===== config.mk =====
export PLATFORM = sky130hd
export DESIGN_NAME = button_conditioner
export DESIGN_NICKNAME = d
export VERILOG_FILES = /design/src/rtl/button_conditioner.sv
export SDC_FILE = /design/constraint.sdc
export NUM_CORES = 1
export LEC_CHECK = 0
export BUFFER_PORTS_ARGS = -buffer_cell sky130_fd_sc_hd__buf_4
export CAP_MARGIN = 10
export CORE_AREA = 3 3 40 42
export CTS_BUF_LIST = sky130_fd_sc_hd__clkbuf_8
export CTS_CLUSTER_DIAMETER = 40
export DETAILED_ROUTE_END_ITERATION = 10
export DIE_AREA = 0 0 43 45
export HOLD_SLACK_MARGIN = 0.15
export PLACE_DENSITY = 0.73
export SETUP_SLACK_MARGIN = 0.5
export SLEW_MARGIN = 0
export SYNTH_ARGS = -nofsm -noshare
export SYNTH_HDL_FRONTEND = slang
export SYNTH_SLANG_ARGS = --single-unit

===== constraint.sdc =====
create_clock -name clk -period 1.6 [get_ports clk]
set_input_delay 0.08 -clock clk [delete_from_list [all_inputs] [get_ports clk]]
set_output_delay 0.08 -clock clk [all_outputs]
set_load 0.03 [all_outputs]

===== src/rtl/button_conditioner.sv =====
// button_conditioner: turns a raw, bouncing push-button level into a
// single-cycle count-enable pulse `w`. The path is a two-flop
// synchroniser, then a counting debouncer, then a press/auto-repeat FSM.
module button_conditioner #(
  parameter int DEBOUNCE_CYCLES = 4,
  parameter int REPEAT_EN       = 1,
  parameter int REPEAT_DELAY    = 8,
  parameter int REPEAT_PERIOD   = 4
) (
  input  logic clk,
  input  logic rst,
  input  logic btn_in,
  output logic pressed,
  output logic w,
  output logic repeating
);

  localparam int CW   = $clog2(DEBOUNCE_CYCLES + 1);
  localparam int TMAX = (REPEAT_DELAY > REPEAT_PERIOD) ? REPEAT_DELAY : REPEAT_PERIOD;
  localparam int TW   = $clog2(TMAX + 1);

  typedef enum logic [1:0] {IDLE, HELD_DELAY, HELD_REPEAT} state_e;

  logic          s1_q, s2_q;
  logic [CW-1:0] cnt_q, cnt_d;
  logic          pressed_q, pressed_d;
  logic          press_evt, rel_evt;
  state_e        state_q, state_d;
  logic [TW-1:0] tmr_q, tmr_d;
  logic          w_q, w_d;

  // Two-flop synchroniser for the asynchronous button level
  always_ff @(posedge clk) begin
    if (rst) begin
      s1_q <= 1'b0;
      s2_q <= 1'b0;
    end else begin
      s1_q <= btn_in;
      s2_q <= s1_q;
    end
  end

  // Debouncer next state: count disagreeing samples and flip the level on the Nth one
  always_comb begin
    cnt_d     = '0;
    pressed_d = pressed_q;
    if (s2_q != pressed_q) begin
      if (cnt_q == CW'(DEBOUNCE_CYCLES - 1)) pressed_d = s2_q;
      else                                   cnt_d     = cnt_q + 1'b1;
    end
  end

  // Press/release events are taken from the debouncer's next state, so that
  // w and pressed rise on the same edge
  assign press_evt = pressed_d & ~pressed_q;
  assign rel_evt   = ~pressed_d & pressed_q;

  // FSM next state: press pulse, delayed first repeat, then periodic repeats.
  // A release beats a coincident repeat tick.
  always_comb begin
    state_d = state_q;
    tmr_d   = tmr_q;
    w_d     = 1'b0;
    case (state_q)
      IDLE: begin
        if (press_evt) begin
          w_d     = 1'b1;
          tmr_d   = TW'(1);
          state_d = HELD_DELAY;
        end
      end
      HELD_DELAY: begin
        if (rel_evt) begin
          state_d = IDLE;
          tmr_d   = '0;
        end else if (tmr_q == TW'(REPEAT_DELAY)) begin
          // With repeat disabled the timer simply saturates here
          if (REPEAT_EN != 0) begin
            w_d     = 1'b1;
            tmr_d   = TW'(1);
            state_d = HELD_REPEAT;
          end
        end else begin
          tmr_d = tmr_q + 1'b1;
        end
      end
      HELD_REPEAT: begin
        if (rel_evt) begin
          state_d = IDLE;
          tmr_d   = '0;
        end else if (tmr_q == TW'(REPEAT_PERIOD)) begin
          w_d   = 1'b1;
          tmr_d = TW'(1);
        end else begin
          tmr_d = tmr_q + 1'b1;
        end
      end
      default: begin
        state_d = IDLE;
        tmr_d   = '0;
      end
    endcase
  end

  // Debouncer and FSM state registers; reset overrides everything
  always_ff @(posedge clk) begin
    if (rst) begin
      cnt_q     <= '0;
      pressed_q <= 1'b0;
      state_q   <= IDLE;
      tmr_q     <= '0;
      w_q       <= 1'b0;
    end else begin
      cnt_q     <= cnt_d;
      pressed_q <= pressed_d;
      state_q   <= state_d;
      tmr_q     <= tmr_d;
      w_q       <= w_d;
    end
  end

  assign pressed   = pressed_q;
  assign w         = w_q;
  assign repeating = (state_q == HELD_REPEAT);

endmodule


; ---- Word-level counts from Yosys, hierarchy flattened
; Index checks and enable logic that the tools add are counted.
[op_classes]
muxes = 19
reduce_logical = 3
n_lt_le_gt_ge = 0
addsub = 2
n_bitwise = 5
shift = 0
eq_ne = 9
multipliers = 0
div_mod_pow = 0
[ops]
columns = operator, n
row1 = $mux 4, 5
row2 = $pmux 4 s3, 1
row3 = $mux 2, 4
row4 = $mux 1, 7
row5 = $pmux 2 s3, 1
row6 = $add 4x1->4 const B, 1
row7 = $eq 4x3->1 const B, 1
row8 = $eq 4x4->1 const B, 1
row9 = $add 3x1->3 const B, 1
row10 = $eq 3x2->1 const B, 1
row11 = $ne 3x3->1 const B, 1
row12 = $not 1->1, 3
row13 = $pmux 1 s3, 1
row14 = $reduce_and 3->1, 1
row15 = $reduce_or 3->1, 1
row16 = $and 1x1->1, 2
row17 = $eq 2x1->1 const B, 1
row18 = $eq 2x2->1 const B, 1
row19 = $logic_not 2->1, 1
row20 = $ne 2x1->1 const B, 1
row21 = $ne 2x2->1 const B, 1
row22 = $ne 1x1->1, 1
[word_totals]
memories = 0
romBits = 0
regBits = 13
latch_bits = 0
wordCells = 45
mem_bits_rw = 0

; ---- Depth between registers and ports, before layout
[depth]
ltp_word = 7
ltp_mapped = 6
ltp_nobuf = 6

; ---- Least setup slack after synthesis
; Ideal clock, no wire load.
[synth_path]
kind = flip-flop to flip-flop
start = register cnt_q[0]
end = register tmr_q[0]
n_path_buf = 0
stages_incl_launch_ff = 7
slack_ns = 0.152
setup_time_ns = 0.086
arrival_ns = 1.361
path_cell_list = dfxtp_1 ha_1 ha_1 and3b_1 a211oi_1 nor2_1 a221oi_2
[synth_via]
elab_chain_cells = 7
word_cells_on_any_way = 10
classes_between = 2 x eq/ne / 5 x mux / 3 x bitwise
[synth_lines]
columns = element, line
row1 = from (decl), 25  ; logic [CW-1:0] cnt_q, cnt_d;
row2 = from (signal assigned), 114  ; cnt_q <= cnt_d;
row3 = $eq 3x2->1 (*), 48  ; if (cnt_q == CW'(DEBOUNCE_CYCLES - 1)) pressed_d = s2_q;
row4 = $mux 1 (*), 48
row5 = $mux 1 (*), 47  ; if (s2_q != pressed_q) begin
row6 = $not 1->1, 56  ; assign rel_evt = ~pressed_d & pressed_q;
row7 = $and 1x1->1, 56
row8 = $mux 4 (on tied branches), "88, 73"
row9 = $pmux 4 s3, 64  ; case (state_q)
row10 = to (signal assigned), 117  ; tmr_q <= tmr_d;
row11 = to (decl), 29  ; logic [TW-1:0] tmr_q, tmr_d;
; Every way passes the cells marked *; elsewhere a longest branch is shown, timed or not.
; A chain may end at the register's enable or synchronous reset.

; ---- Worst setup path after layout
[layout_path]
start = register cnt_q[0]
end = register tmr_q[2]
; The elaborated chain is that of the path after synthesis.

==> qor.yml <==
place.gp.congestion: 0.833
antenna_violating_nets_post_route: 0
setup_viol_count_final: 0
cap_violations: 0
final_cell_mix: "buf_4, dfxtp_1, inv_1, nor2_1, dfxtp_2"
number_of_antenna_violations_at_the_first_check_in_global_routing: 0
status: "finished, final reports clean"
track_usage_pct: 19.3
yosysWarnings: 0
antenna-diode-count: 0
regToRegStartpoint: "cnt_q[0]"
postSynthNetCount: 75
fin_skew_ns: 0.000645
first_pass_grt_wire_length_mm: 2.68
postRouteWirelength_mm: 1.57
syn_std_cell_area_sq_um: 669
power.total_mw: 0.644
via_per_inst: 5.43
tightestPinTransition_ns: 0.330
syn_area_per_cell_sq_um: 9.84
tritoncts_num_sinks: 13
cts_max_path_buffers: 2
synth-edff-count: 0
finalCritPeriodShare_pct: 90.9
clock_insertion_delay_worst_skew_ns: 0.24
startpoint: "cnt_q[0]"
route.detailed.drc: 0
leakage_nw: 0.354
highest_clock_rate_ghz: 0.688
power.ir.vdd_worst_mv: 0.605
register_bit_count_reported_by_yosys: 13
yosysSeqAreaShare_pct: 38.9
final_max_slew_viol_count: 0
postSynth.topFlopCell: "dfxtp_1"
layout_commonest_cell: "buf_4"
critical_path_arrival_ns: 1.62
die_w_microns: 43
postSynthCellCount: 68
share_of_final_layout_standard_cells_stronger_than_drive_strength_1_pct: 54.5
core_area_sq_um: 1280
fin_ws_ns: 0.146
cp_max_fo: 4
clock-root-buffer: "clkbuf_8"
dr.first_iter.drc_count: 4
critPathLaunchType: "register"
first_global_vias: 609
total_negative_setup_slacks_ns: 0
clk_transition_reported_paths_ns: 0.05
routed-via-count: 559
crit_path_end_kind: "register"
worst_setup_path_category: "reg2reg"
cts_buffers: 3
tritoncts: "done"
design.die.area_sq_um: 1940
dp_worst_setup_slack_ns: 0.139
endpoint: "tmr_q[2]"
dp_hpwl_microns: 903
reg2reg_slack_ns: 0.15
layout_min_cycle_time_ns: 1.45
io-pin-count: 6
timing.rr.end: "tmr_q[2]"
maxSlewHeadroom_pct: 77.9
effective_utilization_at_floorplan_pct: 52.1
r2r.worst_path.cells: 7
hold_path_class: "in2reg"
grt_setup_unrepaired: "yes"
ctsHtreeMaxLevel: 1
final_net_count: 96
pin_count_of_the_biggest_net_entering_global_routing: 8
dr_wl_cell_microns: 15.2
timing.final.hold_violations: 0
grt.overflow.total: 0
yosysUniqueCellTypes: 28
required_ns: 1.77
placementRows: 13
die_y_microns: 45
pre_repair_dr_iteration_count: 4
syn2layout_area_growth_pct: 45.0
power.density_cell_area_nw_per_um2: 663
ys_async_sr_fraction_pct: 0
port_buffers: 5
[routing by layer]
layer	global-route usage [%]	wire length (microns)	part of all wire, %	vias up
met2	34.1	777	50	8
met1	21.9	718	46	268
li1	-	-	-	281
met3	7.17	61	3.9	2
met5	0	0	0	-
met4	5.42	8	0.51	0
[cell usage after synthesis (2+ instances only)]
library cell  instances  area share (%)
nand2b_1              2             1.9
nand2b_4              2             4.1
nand3_1               2             1.5
ha_1                  4             7.5
nor2b_1               2             1.9
nor3_1                3             2.2
nor2_1                8             4.5
and3b_1               2             2.6
inv_1                 6             3.4
a31oi_1               3             2.8
nand3b_1              2             2.2
dfxtp_1              13              39
nor3b_2               2             3.7
a21oi_1               3             2.2
[sequential cells by signal, indices dropped and copies added (netlist names)]
| register | count |
|---|---|
| s1_q | 1 |
| w | 1 |
| pressed | 1 |
| cnt_q | 3 |
| tmr_q | 4 |
| state_q | 2 |
| s2_q | 1 |
[cell type report]
type                            count  area [sq um]
Multi-Input combinational cell     48           468
Sequential cell                    13           270
Fill cell                          86           314
Tap cell                           15          18.8
Clock buffer                        3          41.3
Clock inverter                      1          3.75
Timing Repair Buffer               17           146
Inverter                            6          22.5
[kinds of logic after synthesis]
family | synth area share (%)
multiplexers | 1.50
AND/OR/NAND/NOR | 31.0
buffers and inverters | 4.11
adder cells (fa/ha/maj) | 7.48
flip-flops | 38.9
XOR/XNOR | 1.31
AO/OA/AOI/OAI | 15.7
[worst max-delay path, cell delays in order, from the launching register on]
cell and delay (ns):
dfxtp_2 0.33, ha_4 0.16, ha_4 0.16, and3b_2 0.23, buf_4 0.15, nor2_4 0.10, nand3b_1 0.08, a31oi_1 0.17
[per-stage QoR]
| step | instance area, sq um | util (%) | instances | hold slack, ns |
|---|---|---|---|---|
| after floorplan | 703 | - | 68 | 0.208 |
| after global placement | 754 | 58.7 | 87 | 0.301 |
| after detailed placement | 754 | 58.7 | 87 | 0.307 |
| after CTS | 933 | 72.6 | 102 | 0.194 |
| after global routing | 971 | 75.6 | 103 | 0.197 |
| final | 971 | 75.6 | 103 | 0.197 |
[how the worst min path moves through the flow]
stage / startpoint / slack [ns] / end / depth (start not counted)
after global routing: rst / 0.20 / tmr_q[3] / 4
after detailed placement: btn_in / 0.31 / s1_q / 2
after CTS: rst / 0.19 / state_q[1] / 3
after floorplan: btn_in / 0.21 / s1_q / 1
after global placement: btn_in / 0.30 / s1_q / 2
final: rst / 0.20 / tmr_q[3] / 4
[report_power, final]
part	total, mW	internal [mW]	switching [mW]
clock network	0.284	0.169	0.115
logic	0.0289	0.0163	0.0126
registers	0.331	0.326	0.00433
total	0.644	0.512	0.131
[timing repair]
item	CTS	global route
hold buffers	3	0
pin swaps	13	5
buffers inserted	8	1
endpoints found under the setup margin	11	12
hold endpoints to repair	7	0
gates resized for setup	14	9
(Power assumes the default switching activity.)
